==> config.mk <==
export PLATFORM = sky130hd
export DESIGN_NAME = can_bit_destuffer
export DESIGN_NICKNAME = d
export VERILOG_FILES = /design/src/rtl/can_pkg.sv /design/src/rtl/can_bit_destuffer.sv
export SDC_FILE = /design/constraint.sdc
export NUM_CORES = 1
export LEC_CHECK = 0
export ABC_AREA = 1
export CAP_MARGIN = 20
export CORE_MARGIN = 2
export CORE_UTILIZATION = 30
export CTS_BUF_LIST = sky130_fd_sc_hd__clkbuf_4 sky130_fd_sc_hd__clkbuf_8
export CTS_CLUSTER_DIAMETER = 150
export DETAILED_ROUTE_END_ITERATION = 7
export GPL_TIMING_DRIVEN = 0
export HOLD_SLACK_MARGIN = 0.08
export REMOVE_ABC_BUFFERS = 1
export SYNTH_ARGS = -nofsm -noshare
export SYNTH_HDL_FRONTEND = slang
export SYNTH_SLANG_ARGS = --single-unit
==> constraint.sdc <==
create_clock -name clk -period 2 [get_ports clk]
set_input_delay 0.3 -clock clk [delete_from_list [all_inputs] [get_ports clk]]
set_output_delay 0.3 -clock clk [all_outputs]
set_load 0.02 [all_outputs]
==> src/rtl/can_pkg.sv <==
// Shared CAN definitions for the bit destuffer.
// Contents: FSM state type, line-level constants and default timing parameters.
package can_pkg;

  typedef enum logic [1:0] {
    StIdle,
    StWaitSof,
    StFrame
  } can_state_e;

  localparam logic CAN_RECESSIVE = 1'b1;
  localparam logic CAN_DOMINANT  = 1'b0;

  localparam int unsigned DEF_STUFF_LEN = 5;
  localparam int unsigned DEF_IDLE_BITS = 11;

endpackage

==> src/rtl/can_bit_destuffer.sv <==
// CAN bit destuffer.
// Samples rx on each rising edge of baud, tracks bus idle, detects start of frame,
// removes stuff bits and flags stuff-rule violations and loss of clock lock.
// Ports:
//   clk, rst          clock, asynchronous active-high reset
//   rx                synchronised CAN line (1 = recessive)
//   baud              recovered bit clock; rising edge is the sample point
//   lock              clock-recovery lock flag
//   destuff_en        high while stuffed fields are in progress
//   bit_out/bit_valid destuffed data bit and its one-clk qualifier
//   sof               pulse with the bit_valid of the start-of-frame bit
//   stuff_err         pulse on a stuff-rule violation
//   frame_abort       pulse when lock is lost during a frame
//   bus_idle          level, high while waiting for start of frame
module can_bit_destuffer
  import can_pkg::*;
#(
  parameter int unsigned STUFF_LEN = DEF_STUFF_LEN,
  parameter int unsigned IDLE_BITS = DEF_IDLE_BITS
) (
  input  logic clk,
  input  logic rst,
  input  logic rx,
  input  logic baud,
  input  logic lock,
  input  logic destuff_en,
  output logic bit_out,
  output logic bit_valid,
  output logic sof,
  output logic stuff_err,
  output logic frame_abort,
  output logic bus_idle
);

  localparam int unsigned RunW  = $clog2(STUFF_LEN + 1);
  localparam int unsigned IdleW = $clog2(IDLE_BITS + 1);
  localparam logic [RunW-1:0]  RunMax  = RunW'(STUFF_LEN);
  localparam logic [IdleW-1:0] IdleMax = IdleW'(IDLE_BITS);

  can_state_e       state_q, state_d;
  logic [RunW-1:0]  run_cnt_q, run_cnt_d;
  logic [IdleW-1:0] idle_cnt_q, idle_cnt_d;
  logic             run_pol_q, run_pol_d;
  logic             baud_q;
  // Low for the first clk after reset so a baud already high then is not a sample.
  logic             armed_q;
  logic             bit_out_q, bit_out_d;
  logic             bit_valid_q, bit_valid_d;
  logic             sof_q, sof_d;
  logic             stuff_err_q, stuff_err_d;
  logic             frame_abort_q, frame_abort_d;
  logic             bus_idle_q, bus_idle_d;
  logic             sample_evt;

  assign sample_evt = baud & ~baud_q & armed_q;

  always_comb begin
    state_d       = state_q;
    run_cnt_d     = run_cnt_q;
    run_pol_d     = run_pol_q;
    idle_cnt_d    = idle_cnt_q;
    bit_out_d     = bit_out_q;
    bit_valid_d   = 1'b0;
    sof_d         = 1'b0;
    stuff_err_d   = 1'b0;
    frame_abort_d = 1'b0;

    if (sample_evt) begin
      if (!lock) begin
        idle_cnt_d = '0;
        if (state_q == StFrame) begin
          frame_abort_d = 1'b1;
          state_d       = StIdle;
          run_cnt_d     = '0;
        end
      end else begin
        if (rx == CAN_RECESSIVE) begin
          if (idle_cnt_q != IdleMax) idle_cnt_d = idle_cnt_q + 1'b1;
        end else begin
          idle_cnt_d = '0;
        end

        unique case (state_q)
          StIdle: begin
            if (idle_cnt_d == IdleMax) state_d = StWaitSof;
          end
          StWaitSof: begin
            if (rx == CAN_DOMINANT) begin
              state_d     = StFrame;
              bit_out_d   = CAN_DOMINANT;
              bit_valid_d = 1'b1;
              sof_d       = 1'b1;
              run_cnt_d   = RunW'(1);
              run_pol_d   = CAN_DOMINANT;
            end
          end
          StFrame: begin
            if (!destuff_en) begin
              // Unstuffed field: also wins over a stuff bit that was due here.
              bit_out_d   = rx;
              bit_valid_d = 1'b1;
              run_cnt_d   = '0;
            end else if (run_cnt_q == RunMax) begin
              if (rx == run_pol_q) begin
                stuff_err_d = 1'b1;
                state_d     = StIdle;
                idle_cnt_d  = '0;
                run_cnt_d   = '0;
              end else begin
                run_cnt_d = RunW'(1);
                run_pol_d = rx;
              end
            end else begin
              bit_out_d   = rx;
              bit_valid_d = 1'b1;
              // A zero count means destuff_en just rose: restart the run here.
              if (run_cnt_q != '0 && rx == run_pol_q) begin
                run_cnt_d = run_cnt_q + 1'b1;
              end else begin
                run_cnt_d = RunW'(1);
                run_pol_d = rx;
              end
            end
            if (state_d == StFrame && idle_cnt_d == IdleMax) begin
              state_d   = StWaitSof;
              run_cnt_d = '0;
            end
          end
          default: state_d = StIdle;
        endcase
      end
    end

    bus_idle_d = (state_d == StWaitSof);
  end

  always_ff @(posedge clk or posedge rst) begin
    if (rst) begin
      state_q       <= StIdle;
      run_cnt_q     <= '0;
      run_pol_q     <= 1'b0;
      idle_cnt_q    <= '0;
      baud_q        <= 1'b0;
      armed_q       <= 1'b0;
      bit_out_q     <= 1'b1;
      bit_valid_q   <= 1'b0;
      sof_q         <= 1'b0;
      stuff_err_q   <= 1'b0;
      frame_abort_q <= 1'b0;
      bus_idle_q    <= 1'b0;
    end else begin
      state_q       <= state_d;
      run_cnt_q     <= run_cnt_d;
      run_pol_q     <= run_pol_d;
      idle_cnt_q    <= idle_cnt_d;
      baud_q        <= baud;
      armed_q       <= 1'b1;
      bit_out_q     <= bit_out_d;
      bit_valid_q   <= bit_valid_d;
      sof_q         <= sof_d;
      stuff_err_q   <= stuff_err_d;
      frame_abort_q <= frame_abort_d;
      bus_idle_q    <= bus_idle_d;
    end
  end

  assign bit_out     = bit_out_q;
  assign bit_valid   = bit_valid_q;
  assign sof         = sof_q;
  assign stuff_err   = stuff_err_q;
  assign frame_abort = frame_abort_q;
  assign bus_idle    = bus_idle_q;

endmodule

==> metrics.txt <==
final WL 2.17 mm; Min Hold Slack roughly 450 ps; CP cell instances clkdlybuf4s50_1 -> nand2_1 -> nand2_4 -> inv_1 -> a21oi_2 -> nand3_1 -> nor4_2 -> nand2_1 -> o21ai_1; Slew headroom 54.2%; Multi-input gate area 636 um^2; biggest regs idle_cnt_q: 4 flops, run_cnt_q: 3 flops, state_q: 2 flops; fin cells 216; Port Buffers 11; CTS buffer count 3; share of layout cells above drive strength 1 roughly 16%; Yosys top cell by area dfrtp_1; NumNets Final 183; initial drt markers 48; largest net degree at the start of global routing 19; GP Congestion 0.817; Initial Utilization 31.9%; # fillers 402; Critical Path Start Type input pin; leading cell type in the layout, fill and taps excluded nand2_1; clock skew roughly 4.3 ps; fmax 553 MHz; Max-cap violations 0; worst vdd ir roughly 0.56 mV; Avg Cell Area, Syn between 7 and 8 um^2; Simple-Gate Fraction of Synth Area between 30% and 40%; Max stage delay cell, worst path clkdlybuf4s50_1; Setup Crit Path Kind input pin to flop; Largest Register idle_cnt_q; Power Dens Cells 855 nW/um^2; Top FF cell, synth dfrtp_1; Post-Synth XOR/XNOR Area 1.47%; Die Y 67.1 um; number of synthesis warnings 0; vias in the first global route between 800 and 900; clk buf depth 2; Worst R2R Path Depth 8; Area Overhead vs Synth 18.0%; cell area after synthesis 1190 um^2; Worst setup EP type flop; Total Power 1210 uW; clk_lat worst skew 250 ps; dpl cells about 210; final worst-path cycle share 90.5%; Reg clk slew, reported paths 70 ps; Yosys cell types 30; CP top delay family buffers and inverters; register area 452 um^2; H-Tree Level Count 1; GRT Total Usage 11.1%; clk sinks 18; reg2reg end run_cnt_q[2]; min Tclk post-route 1810 ps; multiplexer share of the synthesized area 0%; drt via density 4.53; CTS Root Cell clkbuf_8; Worst R2R Setup Slack roughly 220 ps; Hold Buf Count CTS 0; Final setup viols 0; Req. time, crit path 2180 ps; Yosys top cell area share 35.6%; Post-DP HPWL 1.72 mm; Final Hold Viols 0; first drt pass iteration count 4; worst min path class input pin to async pin; EDFF count, synth 0; via count 978; core footprint roughly 3700 um^2; initial antenna violation count 0; CTS tree yes; total congestion overflow 0; ANT cells 0; synthesized flop and latch total 18; Crit path buffers/inverters 2; Synth Area in Adders roughly 8.4%; status completed; actual slew at the worst max-slew pin 687 ps; Leak Pwr 0.000662 uW; RSZ-0062 raised after global routing false; Die X 67.1 um; largest family of logic cells by synthesized area simple AND/OR/NAND/NOR gates; register area share after synthesis 37.8%; critical path arrival a little under 2000 ps; post-synthesis compound-gate area fraction 7.43%; number of core rows 22; max reg flops 4; io pins 12; Synth Instances 155; Max Slew Vio Count 0; Detail Route Antenna Nets 0; die area 4500 um^2; ranking of synthesized cells by area dfrtp_1 36%, nand2_1 13%, ha_1 8.4%, inv_1 6.9%, nor2_1 4.7%; commonest cells after routing, fill and taps aside 40 x nand2_1, 22 x inv_1, 17 x dfrtp_1; Worst path most repeated cell nand2_1; crit-path max cell delay 690 ps; first-pass GRT wire length 3.73 mm; crit-path max FO 8; DR DRC count 0; async set-or-reset flop fraction in the synthesized netlist 100%; r2r startpoint state_q[0]; Avg WL per Cell 10.0 um
## Yosys cell counts, types with 3 or more instances
library cell  number
nor2_1            15
nor2_2             3
ha_1               8
nand2_1           40
inv_2              4
o22ai_1            3
a21oi_1            4
inv_1             22
nand3_1            7
nand2_2            4
nand4_1            3
dfrtp_1           17
## final cells by class
type | count | area share, %
clock buffer | 4 | 3.90
multi-input combinational | 109 | 45.1
sequential | 18 | 32.0
inverter | 26 | 6.92
timing repair buffer | 11 | 7.81
tap | 48 | 4.26
## worst reg2reg max path: cells and delay by family, from the launching register on
family                   cells  cell delay [ps]
AND/OR/NAND/NOR              4              630
adder cells (fa/ha/maj)      1              330
flip-flops                   1              400
AO/OA/AOI/OAI                1              120
buffers and inverters        2              230
## kinds of logic (layout without fill, tap and decap cells)
logic type / Yosys count / in the layout
fa+ha+maj: 8 / 8
buf+inv: 28 / 41
other cells: 1 / 1
xor+xnor: 2 / 2
flops: 18 / 18
compound gates: 15 / 15
simple gates: 83 / 83
## what timing repair did
action | CTS | global route
setup buffers | 0 | 0
endpoints found under the setup margin | 0 | 5
resized for setup | 0 | 2
## report_power, final
group          internal [uW]  leakage (uW)  switching (uW)
clock                    175     0.0000288             117
combinational            172      0.000395             261
sequential               427      0.000238            52.8
total                    774      0.000662             431
## metrics by stage
stage | utilization [%] | setup WS [ps] | setup TNS [ps] | cell area [um^2]
finish | 37.7 | 191 | 0 | 1410
floorplan | - | 461 | 0 | 1180
detailed placement | 36.1 | -83.9 | -271 | 1350
CTS | 37.5 | 133 | 0 | 1410
global placement | 36.1 | -93.6 | -306 | 1350
global route | 37.7 | 24.4 | 0 | 1410
## layer usage
metal / track usage, % / wire length [um] / vias to the layer above
li1: - / - / 515
met5: 0 / 0 / -
met4: 1.53 / 8 / 0
met1: 15.9 / 1140 / 446
met3: 4.39 / 100 / 2
met2: 16.0 / 912 / 15
## worst max path at each step
| stage | startpoint | end | slack (ps) | depth (start not counted) |
|---|---|---|---|---|
| final | rx | run_cnt_q[2] | 190 | 9 |
| after global placement | rx | run_cnt_q[2] | -90 | 9 |
| after CTS | state_q[0] | idle_cnt_q[2] | 130 | 7 |
| after floorplan | state_q[0] | idle_cnt_q[2] | 460 | 7 |
| after detailed placement | rx | bus_idle | -80 | 12 |
| after global routing | idle_cnt_q[0] | bus_idle | 20 | 12 |
Power figures use the tool's default switching activity.
